==> src/rtl/serial_tx_framer.sv <==
// serial_tx_framer: 8N1 UART transmitter with a synchronised hold-off input.
// Accepts one byte per strobe while idle; tx_busy rises on the acceptance edge.
module serial_tx_framer #(
    parameter int CLK_PER_BIT = 100,
    parameter int CTR_SIZE    = 7
) (
    input  logic       clk,
    input  logic       rst,
    output logic       tx,
    input  logic       block,
    output logic       tx_busy,
    input  logic [7:0] tx_data,
    input  logic       new_tx_data
);

    localparam logic [CTR_SIZE-1:0] CTR_MAX = CTR_SIZE'(CLK_PER_BIT - 1);
    localparam logic [CTR_SIZE-1:0] CTR_ONE = CTR_SIZE'(1);

    typedef enum logic [1:0] {
        IDLE,
        START_BIT,
        DATA,
        STOP_BIT
    } state_t;

    state_t              state_q, state_d;
    logic [CTR_SIZE-1:0] ctr_q, ctr_d;
    logic [2:0]          bit_ctr_q, bit_ctr_d;
    logic [7:0]          data_q, data_d;
    logic                tx_q, tx_d;
    logic                busy_q, busy_d;
    logic                blk_meta_q, blk_meta_d;
    logic                blk_s_q, blk_s_d;

    logic                wrap;
    logic [CTR_SIZE-1:0] ctr_inc;
    logic [2:0]          nxt_bit;

    assign tx      = tx_q;
    assign tx_busy = busy_q;

    assign wrap    = (ctr_q == CTR_MAX);
    assign ctr_inc = ctr_q + CTR_ONE;
    assign nxt_bit = bit_ctr_q + 3'd1;

    // Two-flop synchroniser for the asynchronous hold-off request.
    always_comb begin
        blk_meta_d = block;
        blk_s_d    = blk_meta_q;
    end

    // Next-state and output logic; every bit period ends on ctr wrap.
    always_comb begin
        state_d   = state_q;
        ctr_d     = ctr_q;
        bit_ctr_d = bit_ctr_q;
        data_d    = data_q;
        tx_d      = tx_q;
        busy_d    = busy_q;

        case (state_q)
            IDLE: begin
                tx_d   = 1'b1;
                busy_d = blk_s_q;
                if (new_tx_data && !busy_q) begin
                    data_d    = tx_data;
                    bit_ctr_d = 3'd0;
                    ctr_d     = '0;
                    state_d   = START_BIT;
                    tx_d      = 1'b0;
                    busy_d    = 1'b1;
                end
            end

            START_BIT: begin
                if (wrap) begin
                    ctr_d   = '0;
                    tx_d    = data_q[0];
                    state_d = DATA;
                end else begin
                    ctr_d = ctr_inc;
                end
            end

            DATA: begin
                if (wrap) begin
                    ctr_d = '0;
                    if (bit_ctr_q == 3'd7) begin
                        tx_d    = 1'b1;
                        state_d = STOP_BIT;
                    end else begin
                        tx_d      = data_q[nxt_bit];
                        bit_ctr_d = nxt_bit;
                    end
                end else begin
                    ctr_d = ctr_inc;
                end
            end

            STOP_BIT: begin
                tx_d = 1'b1;
                if (wrap) begin
                    ctr_d   = '0;
                    state_d = IDLE;
                    busy_d  = blk_s_q;
                end else begin
                    ctr_d = ctr_inc;
                end
            end

            default: begin
                state_d = IDLE;
                tx_d    = 1'b1;
                busy_d  = 1'b0;
                ctr_d   = '0;
            end
        endcase
    end

    // State register; reset parks the line idle and drops any partial frame.
    always_ff @(posedge clk or posedge rst) begin
        if (rst) begin
            state_q    <= IDLE;
            ctr_q      <= '0;
            bit_ctr_q  <= 3'd0;
            data_q     <= 8'h00;
            tx_q       <= 1'b1;
            busy_q     <= 1'b0;
            blk_meta_q <= 1'b0;
            blk_s_q    <= 1'b0;
        end else begin
            state_q    <= state_d;
            ctr_q      <= ctr_d;
            bit_ctr_q  <= bit_ctr_d;
            data_q     <= data_d;
            tx_q       <= tx_d;
            busy_q     <= busy_d;
            blk_meta_q <= blk_meta_d;
            blk_s_q    <= blk_s_d;
        end
    end

endmodule

==> config.mk <==
export PLATFORM = sky130hd
export DESIGN_NAME = serial_tx_framer
export DESIGN_NICKNAME = d
export VERILOG_FILES = /design/src/rtl/serial_tx_framer.sv
export SDC_FILE = /design/constraint.sdc
export NUM_CORES = 1
export LEC_CHECK = 0
export ABC_AREA = 1
export BUFFER_PORTS_ARGS = -buffer_cell sky130_fd_sc_hd__buf_2
export CAP_MARGIN = 20
export CORE_MARGIN = 1.5
export CORE_UTILIZATION = 40
export DETAILED_ROUTE_END_ITERATION = 16
export PLACE_DENSITY = 0.57
export SYNTH_ARGS = -nofsm -noshare
export SYNTH_HDL_FRONTEND = slang
export SYNTH_SLANG_ARGS = --single-unit
==> constraint.sdc <==
create_clock -name clk -period 2.6 [get_ports clk]
set_input_delay 0.26 -clock clk [delete_from_list [all_inputs] [get_ports clk]]
set_output_delay 0.26 -clock clk [all_outputs]
set_load 0.05 [all_outputs]
### Word-level counts from Yosys, hierarchy flattened

Index checks and enable logic that the tools add are counted.

| cells by class | value |
|---|---|
| $add $sub $neg | 2 |
| magnitude comparators | 1 |
| equality and inequality tests | 11 |
| reductions and logical operators | 11 |
| mux-type cells | 23 |

Operators with widths:

| kind | number |
|---|---|
| $mux 7 | 2 |
| $pmux 7 s2 | 1 |
| $ne 2x2->1 const B | 6 |
| $mux 2 | 5 |
| $mux 3 | 3 |
| $pmux 2 s4 | 1 |
| $add 7x1->7 const B | 1 |
| $eq 7x7->1 const B | 1 |
| $mux 1 | 7 |
| $pmux 3 s2 | 1 |
| $reduce_and 2->1 | 3 |
| $reduce_and 5->1 | 1 |
| $eq 2x2->1 const B | 2 |
| $lt 3x4->1 const B | 1 |
| $pmux 1 s4 | 1 |
| $reduce_and 4->1 | 1 |
| $reduce_bool 2->1 | 2 |
| $add 3x1->3 const B | 1 |
| $bmux 1 s3 | 1 |
| $eq 3x3->1 const B | 1 |
| $reduce_or 3->1 | 1 |
| $eq 2x1->1 const B | 1 |
| $logic_not 2->1 | 1 |
| $pmux 1 s2 | 1 |
| 2 further kinds | 2 |

| storage, ports and cells | value |
|---|---|
| input port bits | 12 |
| logic and storage cells | 56 |
| register bits after elaboration | 24 |

### Depth between registers and ports, before layout

Gate-level depths: netlist (run 1).

| depth | value |
|---|---|
| word-level depth | 6 |
| depth in mapped cells | 9 |

### Worst setup path after synthesis (run 1)

Ideal clock, no wire load.

| timing | value |
|---|---|
| path type | reg-to-reg |
| start point | reg state_q[0] |
| end point | reg data_q[0] |
| arrival time | 1.267 ns |
| required time | 2.475 ns |
| buffers on the path | 1 |
| period minus slack after synthesis | 1.392 ns |
| path slack | 1.208 ns |
| stages on the path, launching flop included | 6 |
| path through | dfrtp_1 > inv_1 > ha_1 > buf_4 > nand2_2 > mux2_2 |

| between the ends | value |
|---|---|
| word-level cells in the longest chain between the ends | 2 |

RTL lines:

| item | RTL line | RTL |
|---|---|---|
| start, declared | 26 | `state_t state_q, state_d;` |
| start signal, assigned | 132 | `state_q <= state_d;` |
| $logic_not 2->1 | 61 | `case (state_q)` |
| $reduce_and 2->1 (no source line) | -- |  |
| end signal, assigned | 135 | `data_q <= data_d;` |
| end, declared | 29 | `logic [7:0] data_q, data_d;` |

No other way between the ends.
A chain may end at the register's enable or synchronous reset.

### Final worst setup path (run 1)

| timing | value |
|---|---|
| start point | reg state_q[1] |
| end point | reg bit_ctr_q[0] |

| between the ends | value |
|---|---|
| word-level cells in the longest chain between the ends | 3 |
| elaborated cells on any way between the ends | 8 |

RTL lines:

| item | RTL line | RTL |
|---|---|---|
| $eq 2x2->1 or $logic_not 2->1 (tied branches) | 61 |  |
| $ne 2x2->1 (no source line) or $reduce_bool 2->1 (tied branches) | -- |  |
| $reduce_and 4->1 (no source line) | -- |  |
| end signal, assigned | 134 | `bit_ctr_q <= bit_ctr_d;` |
| end, declared | 28 | `logic [2:0] bit_ctr_q, bit_ctr_d;` |

Several ways; a longest one is shown, not always the timed one.

==> results of run 1 <==
==> Yosys cell counts <==
| cell | n | area (sq um) |
|---|---|---|
| nand2_2 | 2 | 12.5 |
| dfrtp_1 | 23 | 576 |
| inv_1 | 17 | 63.8 |
| a32o_1 | 1 | 10.0 |
| ha_1 | 8 | 100 |
| xnor2_1 | 1 | 8.76 |
| inv_2 | 4 | 15.0 |
| o22ai_1 | 4 | 25.0 |
| buf_2 | 1 | 5.00 |
| nor2_2 | 2 | 12.5 |
| nor2_1 | 4 | 15.0 |
| nand2_4 | 3 | 33.8 |
| buf_4 | 1 | 7.51 |
| dfstp_2 | 1 | 26.3 |
| nor2_4 | 1 | 11.3 |
| nor3_1 | 1 | 5.00 |
| nand4_2 | 1 | 12.5 |
| nand3b_1 | 1 | 7.51 |
| xor2_1 | 4 | 35.0 |
| nand3_1 | 12 | 60.1 |
| o21bai_1 | 1 | 7.51 |
| nand2_1 | 27 | 101 |
| o21ai_1 | 5 | 25.0 |
| a21oi_1 | 2 | 10.0 |
| o21ai_0 | 6 | 30.0 |
| mux2_2 | 8 | 90.1 |
==> metal layers <==
metal  up-vias  part of all wire [%]  track usage (%)
met5         -                     0                0
met4         0                   1.3             6.67
met3         4                   2.1             1.95
met2        10                    47             22.0
met1       441                    49             18.9
li1        490                     -                -
==> cells by family (layout without fill, tap and decap cells) <==
kind of cell / count (synthesis) / after routing / synth area share [%]
AO/OA/AOI/OAI: 19 / 19 / 8.24
XOR/XNOR: 5 / 5 / 3.35
adder cells (fa/ha/maj): 8 / 8 / 7.66
buffers and inverters: 23 / 38 / 6.99
flip-flops: 24 / 24 / 46.1
multiplexers: 8 / 8 / 6.90
AND/OR/NAND/NOR: 54 / 54 / 20.8
==> cell type report <==
class / count / area [sq um]
Tap cell: 44 / 55.1
Sequential cell: 24 / 602
Fill cell: 312 / 1640
Timing Repair Buffer: 13 / 65.1
Multi-Input combinational cell: 94 / 613
Clock buffer: 4 / 26.3
Inverter: 21 / 78.8
==> path summary, 6_finish.rpt <==
path                             from      endpoint  slack (ns)  depth (start not counted)
max in group asynchronous         rst     data_q[2]        1.94                          2
hold reg to reg            blk_meta_q       blk_s_q        0.37                          0
setup / recovery           state_q[1]  bit_ctr_q[0]        0.95                          8
min in group asynchronous         rst      ctr_q[6]        0.11                          2
setup reg to reg           state_q[1]  bit_ctr_q[0]        0.95                          8
hold / removal                  block    blk_meta_q        0.04                          1
==> state kept, by name, summed over array words and instances, names as in the netlist <==
signal and count:
state_q 2, tx_busy 1, data_q 8, tx 1, blk_meta_q 1, blk_s_q 1
bit_ctr_q 3, ctr_q 7
==> through the flow <==
step	util [%]	power (mW)
after CTS	46.8	1.70
after floorplan	-	1.36
after global routing	46.8	1.84
after detailed placement	45.9	1.52
after global placement	45.9	1.49
final	46.8	1.67
==> critical path, delay by kind of cell (launching register included) <==
kind / cells / cell delay, ns
AOI/OAI and AO/OA: 2 / 0.27
adders and majority gates: 1 / 0.38
buffers and inverters: 3 / 0.26
DFF: 1 / 0.44
and+or+nand+nor: 2 / 0.21
==> report_power, final <==
part           total, mW  switching, mW  internal (mW)
logic              0.855          0.513          0.343
clock network      0.165          0.105         0.0598
registers          0.652          0.117          0.535
==> out/metrics.csv, run 1 <==
stage;metric;value;unit
outcome;status;complete, no violations;
routing;drc_errors;0;
timing;final_max_slew_viol_count;0;
logic_synthesis;synth-seq-cells;24;
global_route;grt_overflow_total;0;
job;max_cap_viol_count;0;
global_route;track_usage;14.0;%
die;initial_utilization;42.4;%
power;p_per_area;1160;nW/um^2
clocking;clk_latency;0.31;ns
place;post_dp_cell_area;1410;sq um
clocking;hold_buffers;0;
routing;detail_route.first_pass.iterations;5;
setup_path;cp-start-kind;flip-flop;
die;fp.dieH;60.1;um
power;peakVddDrop;0.532;mV
logic_synthesis;syn_inst;141;
die;core;3080;sq um
logic_synthesis;syn_nets;161;
clocking;cts_tree;yes;
final_layout;fin_cells;200;
timing;rsz0062_at_grt;false;
timing;fin_tns_setup;0;ns
clocking;cts_max_path_buffers;2;
die;fp-row-count;20;
final_layout;mostFrequentLayoutCells;nand2_1 (27), dfrtp_1 (23), inv_1 (17);
global_route;grt_pass1_vias;914;
setup_path;cp-end-kind;flip-flop;
place;io_buffers;13;
timing;post-route-period-util;63.6;%
timing;hold_viol;0;
logic_synthesis;yosysSeqAreaShare;46.1;%
logic_synthesis;yosysWarnings;0;
clocking;clock-sinks;24;
setup_path;cp_data_required_time;2.82;ns
routing;vias_per_cell;4.73;
timing;max_freq;605;MHz
timing;relSlewSlack;41.2;%
final_layout;nets;177;
clocking;cts_resized;0;
routing;vias;945;
timing;setup_violations;0;
die;fp.dieArea;3620;sq um
timing;fin_crit;1.65;ns
final_layout;synthToLayoutAreaGrowth;10.2;%
setup_path;cpPeakStageDelay;0.44;ns
final_layout;design_area;1440;sq um
place;place_inst;196;
routing;routed_wl;2.19;mm
place;place_hpwl;1.67;mm
setup_path;cpMaxStageDelayCell;dfrtp_1;
final_layout;layout-drive-gt1-share;24.4;%
clocking;cts_setup_buffers;0;
global_route;grt_max_degree;25;
setup_path;path_cells;inv_1 -> ha_1 -> inv_2 -> o21ai_0 -> inv_2 -> nor2_4 -> nand3_1 -> o21ai_0;
final_layout;antenna_cells;0;
power;p_leak;0.720;nW
logic_synthesis;synth_area_per_cell;9.26;sq um
final_layout;mostFrequentLayoutCell;nand2_1;
place;dp_slack;0.970;ns
global_route;grt_first_pass_wirelength;3.79;mm
clocking;htreeDepth;1;
timing;fin_skew;0.0161;ns
setup_path;cp.arrival;1.88;ns
timing;worstMarginPinSlew;0.881;ns
place;gp_congestion;0.759;
clocking;cts_buffers;3;
routing;post_drt_wl_per_cell;10.9;um
die;fp.dieW;60.1;um
routing;antenna_left;0;
worst_hold_path;hp-class;input pin to flip-flop;
timing;worst_hold_slack;0.0397;ns
logic_synthesis;synth.cell_area;1310;sq um
timing;setup_ws;0.947;ns
clocking;cts.clk_slew.worst_paths;0.13;ns
setup_path;criticalPathCategory;flip-flop to flip-flop;
logic_synthesis;synth.distinct_cells;26;
routing;drtIter0Drc;31;
setup_path;cp_max_fo;8;
die;ioPinCount;14;
clocking;cts_root_buf;clkbuf_4;
global_route;antenna_found_initial;0;
Note: power is estimated with default switching activity, not from simulation.
==> run 2, diff against run 1 <==
- clock period: 2.6 -> 1.73 ns (I/O delays scaled with it)
==> run 2 against run 1 <==
Non-clock buffer count increased by 3. Critical path depth is 1 higher. Combinational power grew 52%. Sequential power is 50% higher. Wire length decreased by 1.6%. Critical endpoint unchanged. Global-route usage grew 0.49 points. Via count is 0.53% higher. Core utilization is 1.4 points higher.
==> out/metrics.csv, run 2 (same netlist as run 1, synthesis figures left out) <==
stage;metric;value;unit;change
final_layout;largest_register_ffs;8;;unchanged
routing;post_drt_wl_per_cell;10.6;um;-3.1%
final_layout;synthToLayoutAreaGrowth;13.5;%;
final_layout;mostFrequentLayoutCells;nand2_1 (27), dfrtp_1 (23), inv_1 (17);;
routing;antenna_left;0;;unchanged
timing;worstMarginPinSlew;0.298;ns;-0.582 ns
setup_path;cpPeakStageDelay;0.47;ns;+0.03 ns
setup_path;cp-start-kind;flip-flop;;
routing;detail_route.first_pass.iterations;5;;unchanged
routing;drc_errors;0;;unchanged
setup_path;criticalPathCategory;flip-flop to flip-flop;;
place;place_hpwl;1.62;mm;-3.0%
die;fp-row-count;20;;unchanged
die;fp.dieH;60.1;um;unchanged
die;initial_utilization;42.4;%;unchanged
die;ioPinCount;14;;unchanged
die;core;3080;sq um;unchanged
die;fp.dieW;60.1;um;unchanged
timing;fin_tns_setup;0;ns;unchanged
global_route;grt_pass1_vias;919;;+0.55%
setup_path;cp.arrival;1.80;ns;-0.08 ns
worst_hold_path;hp-class;input pin to flip-flop;;
timing;worst_hold_slack;0.0788;ns;+0.0391 ns
clocking;cts_max_path_buffers;2;;unchanged
final_layout;layout-drive-gt1-share;26.4;%;+2.1 points
power;power;2.57;mW;+53%
outcome;status;complete, no violations;;
final_layout;top_regs;data_q x8, ctr_q x7, bit_ctr_q x3;;
place;io_buffers;13;;unchanged
clocking;cts_tree;yes;;
power;p_leak;0.736;nW;+2.2%
final_layout;antenna_cells;0;;unchanged
clocking;cts_setup_buffers;0;;unchanged
timing;fin_skew;0.00177;ns;-0.0144 ns
job;max_cap_viol_count;0;;unchanged
die;fp.dieArea;3620;sq um;unchanged
final_layout;design_area;1480;sq um;+3.0%
final_layout;mostFrequentLayoutCell;nand2_1;;
clocking;cts.clk_slew.worst_paths;0.12;ns;about the same
setup_path;cp-end-kind;flip-flop;;
setup_path;cp_max_fo;6;;-2
power;internal_power;1.46;mW;+56%
setup_path;cp_data_required_time;1.97;ns;-0.85 ns
routing;drtIter0Drc;19;;-39%
place;post_dp_cell_area;1420;sq um;+0.53%
power;switching_share;43.0;%;-0.91 points
timing;post-route-period-util;90.0;%;+26 points
timing;max_freq;643;MHz;+6.2%
global_route;grt_max_degree;25;;unchanged
clocking;cts_root_buf;clkbuf_4;;
setup_path;cpMaxStageDelayCell;dfrtp_1;;
timing;relSlewSlack;80.1;%;+39 points
timing;rsz0062_at_grt;false;;
power;switchingPower;1.10;mW;+50%
setup_path;path_cells;ha_1 -> ha_1 -> inv_1 -> nand2_1 -> o21ai_0 -> inv_2 -> nor2_4 -> nand3_1 -> o21ai_0;;
timing;fin_crit;1.56;ns;-0.0965 ns
global_route;grt_overflow_total;0;;unchanged
timing;final_max_slew_viol_count;0;;unchanged
power;pwr-share-clk;11.3;%;+1.4 points
global_route;grt_first_pass_wirelength;3.92;mm;+3.5%
routing;routed_wl;2.15;mm;-1.6%
clocking;cts_buffers;3;;unchanged
timing;setup_violations;0;;unchanged
global_route;antenna_found_initial;0;;unchanged
routing;vias;950;;+0.53%
global_route;track_usage;14.5;%;+0.49 points
clocking;clock-sinks;24;;unchanged
timing;hold_viol;0;;unchanged
final_layout;nets;180;;+1.7%
final_layout;top_register;data_q;;
power;power_frac_comb;50.5;%;-0.6 points
power;peakVddDrop;0.871;mV;+64%
final_layout;fin_util;48.2;%;+1.4 points
routing;vias_per_cell;4.68;;-0.96%
clocking;clk_latency;0.31;ns;about the same
place;gp_congestion;0.734;;-3.4%
power;seqPwrFrac;38.1;%;-0.9 points
clocking;htreeDepth;1;;unchanged
power;p_per_area;1730;nW/um^2;+49%
==> run 2: critical path: cells and delay by family, from the launching register on <==
| kind | cells | cell delay (ns) |
|---|---|---|
| buf+inv | 2 | 0.16 |
| flops | 1 | 0.47 |
| compound gates | 2 | 0.18 |
| fa+ha+maj | 2 | 0.40 |
| simple gates | 3 | 0.28 |
==> run 2: power by group through the flow <==
| stage | Sequential (mW) | Clock, mW | Combinational [mW] |
|---|---|---|---|
| 6_report | 0.979 | 0.291 | 1.30 |
| 5_1_grt | 1.02 | 0.327 | 1.47 |
| 4_1_cts | 0.980 | 0.308 | 1.30 |
| 3_5_place_dp | 0.989 | 0 | 1.29 |
| 3_3_place_gp | 0.983 | 0 | 1.27 |
| 2_1_floorplan | 1.04 | 0 | 1.01 |
==> run 2: cell type report <==
cell class | instances | area (sq um)
fillers | 307 | 1600
clock buffers | 4 | 36.3
well taps | 44 | 55.1
inverters | 21 | 78.8
multi-input cells | 94 | 618
repair buffers | 16 | 92.6
flip-flops and latches | 24 | 602
==> run 2: path summary, 6_finish.rpt <==
path                            slack, ns  depth (start not counted)           end          from
worst min register to register       0.37                          0       blk_s_q    blk_meta_q
max in group asynchronous            1.02                          4            tx           rst
worst max-delay path                 0.17                          9  bit_ctr_q[0]  bit_ctr_q[0]
worst max register to register       0.17                          9  bit_ctr_q[0]  bit_ctr_q[0]
worst min-delay path                 0.08                          2     data_q[3]    tx_data[3]
min in group asynchronous            0.43                          4     data_q[7]           rst
==> run 2: repair_timing <==
| action | in CTS | in global routing |
|---|---|---|
| hold endpoints to repair | 24 | 0 |
| hold buffers | 2 | 0 |
| endpoints found under the setup margin | 0 | 3 |
| resized for setup | 0 | 2 |
==> run 2: per-stage QoR <==
| stage | cells | worst slack (ns) |
|---|---|---|
| 2_1_floorplan | 141 | 0.338 |
| 3_3_place_gp | 197 | 0.169 |
| 3_5_place_dp | 197 | 0.0894 |
| 4_1_cts | 203 | 0.0794 |
| 5_1_grt | 203 | 0.0169 |
| 6_report | 203 | 0.174 |
==> run 2: per-layer routing <==
metal	wire, um	GRT usage [%]	vias to the layer above
li1	-	-	496
met4	46	6.67	0
met5	0	0	-
met2	940	22.8	13
met3	59	1.95	5
met1	1110	19.8	436
==> run 3, diff against run 2 <==
- CTS_BUF_LIST: default -> sky130_fd_sc_hd__clkbuf_8 sky130_fd_sc_hd__clkbuf_16
==> run 3 against run 2 <==
Sequential share of layout area down 0.24 points. Combinational power about the same. Hold slack got worse by 0.069 ns. Global-route usage is essentially flat. Via count down 0.42%. First-iteration DRC count did not move. Core utilization increased by 0.28 points. Non-clock buffer count shrank 1. Largest power group unchanged. Register-to-register slack better by 0.02 ns. Critical endpoint unchanged. Count of clock-buffer cells in the layout is the same. Wire length fell by 1.9%. Maximum frequency is 1.0% higher. Highest routed layer unchanged.
==> out/metrics.csv, run 3 (same netlist as run 1, synthesis figures left out) <==
stage;metric;value;unit;change
outcome;status;complete, no violations;;
power;p_per_area;1770;nW/um^2;+2.4%
routing;drtIter0Drc;19;;unchanged
clocking;cts_root_buf;clkbuf_8;;
power;p_leak;0.740;nW;+0.49%
setup_path;cp_max_fo;6;;unchanged
worst_hold_path;hp-class;input pin to flip-flop;;
clocking;clock-sinks;24;;unchanged
final_layout;top_regs;data_q x8, ctr_q x7, bit_ctr_q x3;;
global_route;grt_pass1_vias;919;;unchanged
power;internal_power;1.54;mW;+5.1%
clocking;cts_setup_buffers;0;;unchanged
final_layout;antenna_cells;0;;unchanged
timing;hold_viol;0;;unchanged
clocking;cts.clk_slew.worst_paths;0.08;ns;-0.04 ns
routing;detail_route.first_pass.iterations;4;;-1
power;power;2.64;mW;+3.0%
routing;vias;946;;-0.42%
job;max_cap_viol_count;0;;unchanged
timing;max_freq;649;MHz;+1.0%
die;core;3080;sq um;unchanged
power;pwr-share-clk;14.1;%;+2.8 points
die;ioPinCount;14;;unchanged
timing;worstMarginPinSlew;0.298;ns;-0.000470 ns
setup_path;cp.arrival;1.73;ns;-0.07 ns
setup_path;cpPeakStageDelay;0.45;ns;-0.02 ns
final_layout;largest_register_ffs;8;;unchanged
die;fp.dieH;60.1;um;unchanged
power;switchingPower;1.11;mW;+0.21%
die;fp.dieW;60.1;um;unchanged
clocking;clk_latency;0.26;ns;-0.05 ns
routing;vias_per_cell;4.68;;about the same
timing;relSlewSlack;80.1;%;about the same
setup_path;criticalPathCategory;flip-flop to flip-flop;;
final_layout;mostFrequentLayoutCell;nand2_1;;
clocking;cts_buffers;3;;unchanged
timing;post-route-period-util;89.1;%;-0.90 points
die;fp-row-count;20;;unchanged
global_route;track_usage;14.6;%;+0.045 points
final_layout;mostFrequentLayoutCells;nand2_1 (27), dfrtp_1 (23), inv_1 (17);;
setup_path;cp-start-kind;flip-flop;;
clocking;cts_tree;yes;;
timing;fin_tns_setup;0;ns;unchanged
die;fp.dieArea;3620;sq um;unchanged
final_layout;top_register;data_q;;
clocking;cts_max_path_buffers;2;;unchanged
timing;worst_hold_slack;0.00975;ns;-0.0691 ns
setup_path;path_cells;ha_1 -> ha_1 -> inv_1 -> nand2_1 -> o21ai_0 -> inv_2 -> nor2_4 -> nand3_1 -> o21ai_0;;
final_layout;fill_cells;304;;-0.98%
routing;post_drt_wl_per_cell;10.4;um;-1.4%
setup_path;cp-end-kind;flip-flop;;
place;gp_congestion;0.734;;unchanged
die;initial_utilization;42.4;%;unchanged
routing;drc_errors;0;;unchanged
global_route;grt_overflow_total;0;;unchanged
place;io_buffers;13;;unchanged
routing;antenna_left;0;;unchanged
final_layout;synthToLayoutAreaGrowth;14.2;%;
power;power_frac_comb;48.8;%;-1.7 points
power;peakVddDrop;0.766;mV;-12%
timing;rsz0062_at_grt;false;;
timing;fin_crit;1.54;ns;-0.0156 ns
setup_path;cp_data_required_time;1.91;ns;-0.06 ns
timing;setup_violations;0;;unchanged
final_layout;layout-drive-gt1-share;26.6;%;+0.17 points
timing;final_max_slew_viol_count;0;;unchanged
routing;routed_wl;2.11;mm;-1.9%
power;seqPwrFrac;37.1;%;-1.0 points
final_layout;nets;179;;-0.56%
setup_path;cpMaxStageDelayCell;dfrtp_1;;
global_route;grt_first_pass_wirelength;3.90;mm;-0.54%
clocking;htreeDepth;1;;unchanged
power;switching_share;41.9;%;-1.2 points
global_route;grt_max_degree;25;;unchanged
place;place_hpwl;1.62;mm;unchanged
timing;fin_skew;0.00264;ns;+0.000879 ns
global_route;antenna_found_initial;0;;unchanged
[run 3: final timing paths]
path / cells after the start / start / slack (ns) / to
max: 9 / bit_ctr_q[0] / 0.19 / bit_ctr_q[0]
min reg2reg: 0 / blk_meta_q / 0.36 / blk_s_q
max in group asynchronous: 4 / rst / 0.96 / tx
min in group asynchronous: 4 / rst / 0.49 / data_q[7]
min: 1 / block / 0.01 / blk_meta_q
max reg2reg: 9 / bit_ctr_q[0] / 0.19 / bit_ctr_q[0]
[run 3: per-layer routing]
metal	global-route usage (%)	vias up	routed length [um]
met1	19.6	434	1080
li1	-	492	-
met2	22.7	15	933
met5	0	-	0
met3	1.95	5	54
met4	7.62	0	46
[run 3: worst max-delay path: cells and delay by family, from the launching register on]
kind            cells  cell delay [ns]
flops               1             0.45
simple gates        3             0.28
compound gates      2             0.18
fa+ha+maj           2             0.40
buf+inv             2             0.16
[run 3: what timing repair did]
item | 4_1_cts | 5_1_grt
resized for setup | 0 | 2
hold buffers | 1 | 0
endpoints found under the hold margin | 23 | 0
setup endpoints to repair | 0 | 3
[run 3: per-stage QoR]
stage / util [%] / instance area (sq um) / setup slack (ns) / instances
final: 48.5 / 1490 / 0.189 / 202
after global routing: 48.5 / 1490 / 0.0264 / 202
after CTS: 48.3 / 1490 / 0.0901 / 202
after detailed placement: 46.2 / 1420 / 0.0894 / 197
after global placement: 46.2 / 1420 / 0.169 / 197
after floorplan: - / 1310 / 0.338 / 141
[run 3: area by class of cell]
cell class	instances	area, sq um	area share, %
multi-input combinational	94	618	41.4
sequential	24	602	40.4
timing repair buffer	15	82.6	5.54
inverter	21	78.8	5.29
clock buffer	4	55.1	3.69
tap	44	55.1	3.69
[run 3: power by group through the flow]
stage / clock, mW / sequential [mW] / combinational [mW]
finish: 0.372 / 0.981 / 1.29
global placement: 0 / 0.983 / 1.27
detailed placement: 0 / 0.989 / 1.29
global route: 0.408 / 1.02 / 1.47
CTS: 0.390 / 0.982 / 1.29
floorplan: 0 / 1.04 / 1.01
